==> config.mk <==
export PLATFORM = sky130hd
export DESIGN_NAME = qam_tx_sequencer
export DESIGN_NICKNAME = d
export VERILOG_FILES = /design/src/rtl/qam_pkg.sv /design/src/rtl/qam_rate_div.sv /design/src/rtl/qam_tx_sequencer.sv
export SDC_FILE = /design/constraint.sdc
export NUM_CORES = 1
export LEC_CHECK = 0
export CORE_UTILIZATION = 56
export CTS_BUF_LIST = sky130_fd_sc_hd__clkbuf_4 sky130_fd_sc_hd__clkbuf_8
export CTS_CLUSTER_SIZE = 12
export DETAILED_ROUTE_END_ITERATION = 10
export PLACE_DENSITY = 0.89
export SETUP_SLACK_MARGIN = 0.3
export SYNTH_ARGS = -nofsm -noshare
export SYNTH_HDL_FRONTEND = slang
export SYNTH_SLANG_ARGS = --single-unit
==> constraint.sdc <==
create_clock -name clk -period 2.98 [get_ports clk]
set_input_delay 0.596 -clock clk [delete_from_list [all_inputs] [get_ports clk]]
set_output_delay 0.596 -clock clk [all_outputs]
set_load 0.02 [all_outputs]
==> src/rtl/qam_pkg.sv <==
// Shared state encoding and symbol constants for the QAM transmit sequencer.
package qam_pkg;

    localparam int SYM_BITS_DEF = 4;

    typedef enum logic [1:0] {
        ST_IDLE  = 2'd0,
        ST_PRIME = 2'd1,
        ST_RUN   = 2'd2,
        ST_DRAIN = 2'd3
    } state_e;

    localparam logic [SYM_BITS_DEF-1:0] ZERO_SYM = '0;

endpackage

==> src/rtl/qam_rate_div.sv <==
// Prescale counter: counts 0..period while run is high and flags the terminal count.
module qam_rate_div #(
    parameter int W = 16
) (
    input  logic         clk,
    input  logic         rst,
    input  logic         run,
    input  logic [W-1:0] period,
    output logic         tick
);

    logic [W-1:0] cnt_q, cnt_d;

    // NOTE: defaults are assigned first so every path drives cnt_d and no latch is inferred.
    always_comb begin
        tick  = run && (cnt_q == period);
        cnt_d = cnt_q + 1'b1;
        if (!run || tick) begin
            cnt_d = '0;
        end
    end

    // NOTE: sequential state uses non-blocking assignments only.
    always_ff @(posedge clk or negedge rst) begin
        if (!rst) begin
            cnt_q <= '0;
        end else begin
            cnt_q <= cnt_d;
        end
    end

endmodule

==> src/rtl/qam_tx_sequencer.sv <==
// Sample/symbol scheduler for the QAM transmit path: rate strobes, upstream
// symbol fetch over valid/ready, and symbol presentation to the mapper.
module qam_tx_sequencer
    import qam_pkg::*;
#(
    parameter int PRESCALE_W = 16,
    parameter int SPS_W      = 4,
    parameter int SYM_BITS   = SYM_BITS_DEF
) (
    input  logic                  clk,
    input  logic                  rst,
    input  logic                  start,
    input  logic                  stop,
    input  logic [PRESCALE_W-1:0] prescale,
    input  logic [SPS_W-1:0]      sps,
    input  logic                  data_valid,
    input  logic [SYM_BITS-1:0]   data_in,
    output logic                  data_ready,
    output logic                  sample_en,
    output logic                  sym_load,
    output logic [SYM_BITS-1:0]   sym_out,
    output logic                  busy,
    output logic                  underrun
);

    state_e                state_q, state_d;
    logic [PRESCALE_W-1:0] lat_pre_q, lat_pre_d;
    logic [SPS_W-1:0]      lat_sps_q, lat_sps_d;
    logic [SPS_W-1:0]      sample_cnt_q, sample_cnt_d;
    logic [SYM_BITS-1:0]   hold_q, hold_d;
    logic                  hold_valid_q, hold_valid_d;
    logic [SYM_BITS-1:0]   sym_out_q, sym_out_d;
    logic                  underrun_q, underrun_d;
    logic                  active;

    // The prescaler only runs while samples are being produced.
    assign active = (state_q == ST_RUN) || (state_q == ST_DRAIN);

    qam_rate_div #(
        .W (PRESCALE_W)
    ) u_rate_div (
        .clk    (clk),
        .rst    (rst),
        .run    (active),
        .period (lat_pre_q),
        .tick   (sample_en)
    );

    always_comb begin
        sample_cnt_d = sample_cnt_q;
        if (!active) begin
            sample_cnt_d = '0;
        end else if (sample_en) begin
            sample_cnt_d = (sample_cnt_q == lat_sps_q) ? '0 : sample_cnt_q + 1'b1;
        end
    end

    always_ff @(posedge clk or negedge rst) begin
        if (!rst) begin
            state_q <= ST_IDLE;
        end else begin
            state_q <= state_d;
        end
    end

    // Stop in RUN looks at the post-update sample count so a boundary exits directly.
    always_comb begin
        state_d = state_q;
        case (state_q)
            ST_IDLE:  if (start && !stop) state_d = ST_PRIME;
            ST_PRIME: begin
                if (stop) begin
                    state_d = ST_IDLE;
                end else if (data_valid) begin
                    state_d = ST_RUN;
                end
            end
            ST_RUN:   if (stop) state_d = (sample_cnt_d == '0) ? ST_IDLE : ST_DRAIN;
            ST_DRAIN: if (sample_en && (sample_cnt_q == lat_sps_q)) state_d = ST_IDLE;
            default:  state_d = ST_IDLE;
        endcase
    end

    always_comb begin
        data_ready = 1'b0;
        sym_load   = 1'b0;
        busy       = (state_q != ST_IDLE);
        case (state_q)
            ST_PRIME: data_ready = 1'b1;
            ST_RUN: begin
                data_ready = !hold_valid_q;
                sym_load   = sample_en && (sample_cnt_q == '0);
            end
            default: ;
        endcase
    end

    assign sym_out  = sym_out_q;
    assign underrun = underrun_q;

    always_comb begin
        lat_pre_d    = lat_pre_q;
        lat_sps_d    = lat_sps_q;
        hold_d       = hold_q;
        hold_valid_d = hold_valid_q;
        sym_out_d    = sym_out_q;
        underrun_d   = underrun_q;

        if ((state_q == ST_IDLE) && (state_d == ST_PRIME)) begin
            lat_pre_d  = prescale;
            lat_sps_d  = sps;
            underrun_d = 1'b0;
        end

        // A stop in PRIME abandons the fetch, so nothing is captured that cycle.
        if (data_ready && data_valid && !((state_q == ST_PRIME) && stop)) begin
            hold_d       = data_in;
            hold_valid_d = 1'b1;
        end

        if (sym_load) begin
            if (hold_valid_q) begin
                sym_out_d    = hold_q;
                hold_valid_d = 1'b0;
            end else begin
                sym_out_d  = SYM_BITS'(ZERO_SYM);
                underrun_d = 1'b1;
            end
        end

        if ((state_q == ST_DRAIN) || (state_d == ST_IDLE)) begin
            hold_valid_d = 1'b0;
        end
    end

    always_ff @(posedge clk or negedge rst) begin
        if (!rst) begin
            lat_pre_q    <= '0;
            lat_sps_q    <= '0;
            sample_cnt_q <= '0;
            hold_q       <= '0;
            hold_valid_q <= 1'b0;
            sym_out_q    <= '0;
            underrun_q   <= 1'b0;
        end else begin
            lat_pre_q    <= lat_pre_d;
            lat_sps_q    <= lat_sps_d;
            sample_cnt_q <= sample_cnt_d;
            hold_q       <= hold_d;
            hold_valid_q <= hold_valid_d;
            sym_out_q    <= sym_out_d;
            underrun_q   <= underrun_d;
        end
    end

endmodule

==> reports/qor.yml <==
run_status:
  status: "completed"
synthesis:
  ys_types: 38
  yosys_warnings: 0
  synth_top_family_by_area: "simple AND/OR/NAND/NOR gates"
  ys_ff_latch: 52
  netlist_area_um2: 2660
  syn_avg_cell_area_um2: 10.6
  yosysSeqAreaShare_pct: 48.8
  synth-xor-area-share_pct: 9.86
  synth_nets: 287
  synth-compound-area-share_pct: 9.02
  synth.area.mux_share_pct: 10.5
  syn_inst: 251
  synthAdderAreaFrac_pct: 3.29
  synth-simple-area-share_pct: 15.4
place:
  dp_hpwl_mm: 3.73
  place_congestion: 0.872
  dpl_worst_slack_ns: 0.0745
  numPlacedInstances: 344
  portBuffers: 37
routing:
  drt-total-wl_mm: 5.47
  wl_per_cell_um: 15.4
  drt-initial-drc-count: 222
  drc: 0
  num_vias: 1996
  first_pass_iters: 6
  viasPerCell: 5.62
  ant_nets: 0
global_route:
  grt-ovfl-total: 0
  grt_max_degree: 53
  grt_pass1_wl_mm: 8.83
  antenna_found_initial: 0
  grt_pass1_vias: 1891
  track_usage_pct: 22.7
pwr:
  p_per_area_nw_per_um2: 710
  vdd_drop_max_mv: 0.451
  power_switching_uw: 785
  p_leak_nw: 1.45
  internal_power_mw: 1.53
  p_seq_share_pct: 45.3
  pwr-share-clk_pct: 17.7
  swShare_pct: 33.9
  comb_power_share_pct: 37.1
worst_setup_path:
  cpMaxStageDelayCell: "or4_4"
  critPathArrivalTime_ns: 2.10
  worstPathMaxFanout: 2
  cp_data_required_time_ns: 2.38
  cp_top_family: "simple AND/OR/NAND/NOR gates"
  critPathLaunchType: "flop"
  cp_num_buf_inv: 2
  critPathCaptureType: "output pin"
  critical_path_class: "reg -> out"
  max_stage_delay_ns: 0.47
  path_cells: "xor2_1 > nor4_2 > nand4_1 > or4_4 > inv_1 > buf_2"
layout:
  num-nets-final: 338
  multi_input_area_um2: 1300
  seqCellArea_um2: 1300
  fillers: 331
  drive_gt1_share_pct: 20.8
  synthToLayoutAreaGrowth_pct: 22.4
  num_antenna_cells: 0
  fin_cells: 355
die:
  dieArea_um2: 5040
  rows: 24
  die_x_um: 71.0
  dieHeight_um: 71.0
  ios: 38
  start_util_pct: 59.5
  core_area_um2: 4470
clocking:
  cts_buffers: 5
  clkLatencyLatePin_ns: 0.30
  h-tree-depth: 2
  clk_pin_slew_ns: 0.09
  root_buffer: "clkbuf_8"
  clockBufferDepth: 2
  cts_tree: "built"
  cts.sinks: 52
sta:
  hold_slack_ns: 0.390
  fmax_mhz: 371
  tns_ns: 0
  slew_headroom_pct: 57.6
  setup_viol: 0
  hold_violations: 0
  fin_worst_skew_ns: 0.00438
  worst_pin_slew_ns: 0.636
  timing.final.crit_share_pct: 90.3
  layout_setup_ws_ns: 0.288
  rsz0062_at_grt: "yes"
  drv_slew: 0
  period_minus_slack_ns: 2.69
hold_path:
  hp-class: "in -> async"
job:
  maxCapViolations: 0
## final timing paths
path	start	endpoint	slack [ns]	cells after the start
worst min register to register	sym_out[0]	sym_out[0]	0.48	2
min in group clk	sym_out[0]	sym_out[0]	0.48	2
worst max register to register	state_q[0]	hold_valid_q	0.52	9
worst min-delay path	rst	lat_pre_q[9]	0.39	2
max in group asynchronous	rst	u_rate_div.cnt_q[11]	2.14	2
worst max-delay path	u_rate_div.cnt_q[11]	sym_load	0.29	6
## sequential cells by signal, indices dropped and copies added (netlist names)
signal	flops
underrun	1
lat_pre_q	16
hold_valid_q	1
state_q	2
hold_q	4
sample_cnt_q	4
sym_out	4
lat_sps_q	4
u_rate_div.cnt_q	16
## stage by stage
| stage | utilization (%) | area (um2) | power [mW] |
|---|---|---|---|
| after detailed placement | 70.0 | 3130 | 1.89 |
| after CTS | 72.2 | 3230 | 2.31 |
| after global placement | 70.0 | 3130 | 1.85 |
| after global routing | 72.8 | 3260 | 2.45 |
| after floorplan | - | 2660 | 1.62 |
| final | 72.8 | 3260 | 2.31 |
## power groups by stage
stage / clock network, mW / registers [mW] / logic [mW]
after CTS: 0.421 / 1.05 / 0.840
final: 0.409 / 1.05 / 0.857
after detailed placement: 0 / 1.06 / 0.829
after global routing: 0.448 / 1.07 / 0.930
after global placement: 0 / 1.05 / 0.805
after floorplan: 0 / 1.03 / 0.590
## cells in the final DEF, fill, tap and decap left out, drive strengths merged, types with 5 or more instances in the layout
cell / n
inv: 13
a21oi: 12
buf: 14
nor4: 5
ha: 7
clkdlybuf4s50: 33
mux2: 24
or3: 5
clkbuf: 8
dfrtp: 52
nand3: 10
nor2: 22
xor2: 25
xnor2: 5
nand2: 19
o21ai: 16
## synth_stat cells
master / number / area, um2
dfrtp_1: 52 / 1300
xor2_1: 25 / 219
mux2_2: 24 / 270
nor2_1: 22 / 82.6
nand2_1: 19 / 71.3
inv_1: 13 / 48.8
a21oi_1: 12 / 60.1
nand3_1: 10 / 50.1
o21ai_0: 10 / 50.1
ha_1: 7 / 87.6
or3_1: 5 / 31.3
xnor2_1: 5 / 43.8
nor3_1: 4 / 20.0
nor4_1: 4 / 25.0
o21ai_2: 4 / 35.0
and3_1: 3 / 18.8
clkbuf_1: 3 / 11.3
nand4_1: 3 / 18.8
nor2b_1: 3 / 18.8
a31oi_1: 2 / 12.5
buf_6: 2 / 22.5
o21ai_1: 2 / 10.0
o31ai_1: 2 / 15.0
a21boi_0: 1 / 7.51
a21boi_1: 1 / 7.51
and3_2: 1 / 7.51
and3b_1: 1 / 8.76
mux2i_1: 1 / 10.0
nand2b_2: 1 / 8.76
nand3b_1: 1 / 7.51
nor4_2: 1 / 12.5
o21a_1: 1 / 7.51
o21ba_2: 1 / 10.0
o2bb2ai_1: 1 / 8.76
o41ai_2: 1 / 16.3
or2b_1: 1 / 7.51
or3b_2: 1 / 8.76
or4_4: 1 / 11.3
## logic make-up after synthesis
group | after synthesis
buf+inv | 18
flops | 52
xor+xnor | 30
mux | 25
simple gates | 81
fa+ha+maj | 7
compound gates | 38
## per-layer routing
| metal | track usage, % | vias to the layer above | share of wire (%) | wire length, um |
|---|---|---|---|---|
| li1 | - | 961 | - | - |
| met2 | 37.5 | 71 | 48 | 2640 |
| met3 | 4.27 | 7 | 5.3 | 292 |
| met4 | 6.89 | 0 | 1.3 | 69 |
| met1 | 30.6 | 957 | 45 | 2470 |
| met5 | 0 | - | 0 | 0 |
## repair_timing
| action | CTS | global route |
|---|---|---|
| pin swaps | 1 | 3 |
| endpoints found under the setup margin | 2 | 3 |
| hold buffers | 0 | 0 |
| resized for setup | 5 | 7 |
| setup buffers | 0 | 3 |
| hold endpoints to repair | 0 | 0 |
## cell type report
cell class              instances  area share [%]
clock inverters                 1           0.269
repair buffers                 49            13.7
well taps                      52            2.00
multi-input cells             181            40.0
inverters                      13            1.50
clock buffers                   7            2.57
flip-flops and latches         52            40.0
## worst register-to-register path: stages, from the launching register on
cell and delay [ns]:
dfrtp_1 0.43, inv_1 0.10, ha_1 0.28, nor2_1 0.41
o21ba_2 0.20, a21oi_1 0.06, mux2i_1 0.20, a21boi_1 0.13
o41ai_2 0.39, a31oi_1 0.14
Note: power is estimated with default switching activity, not from simulation.
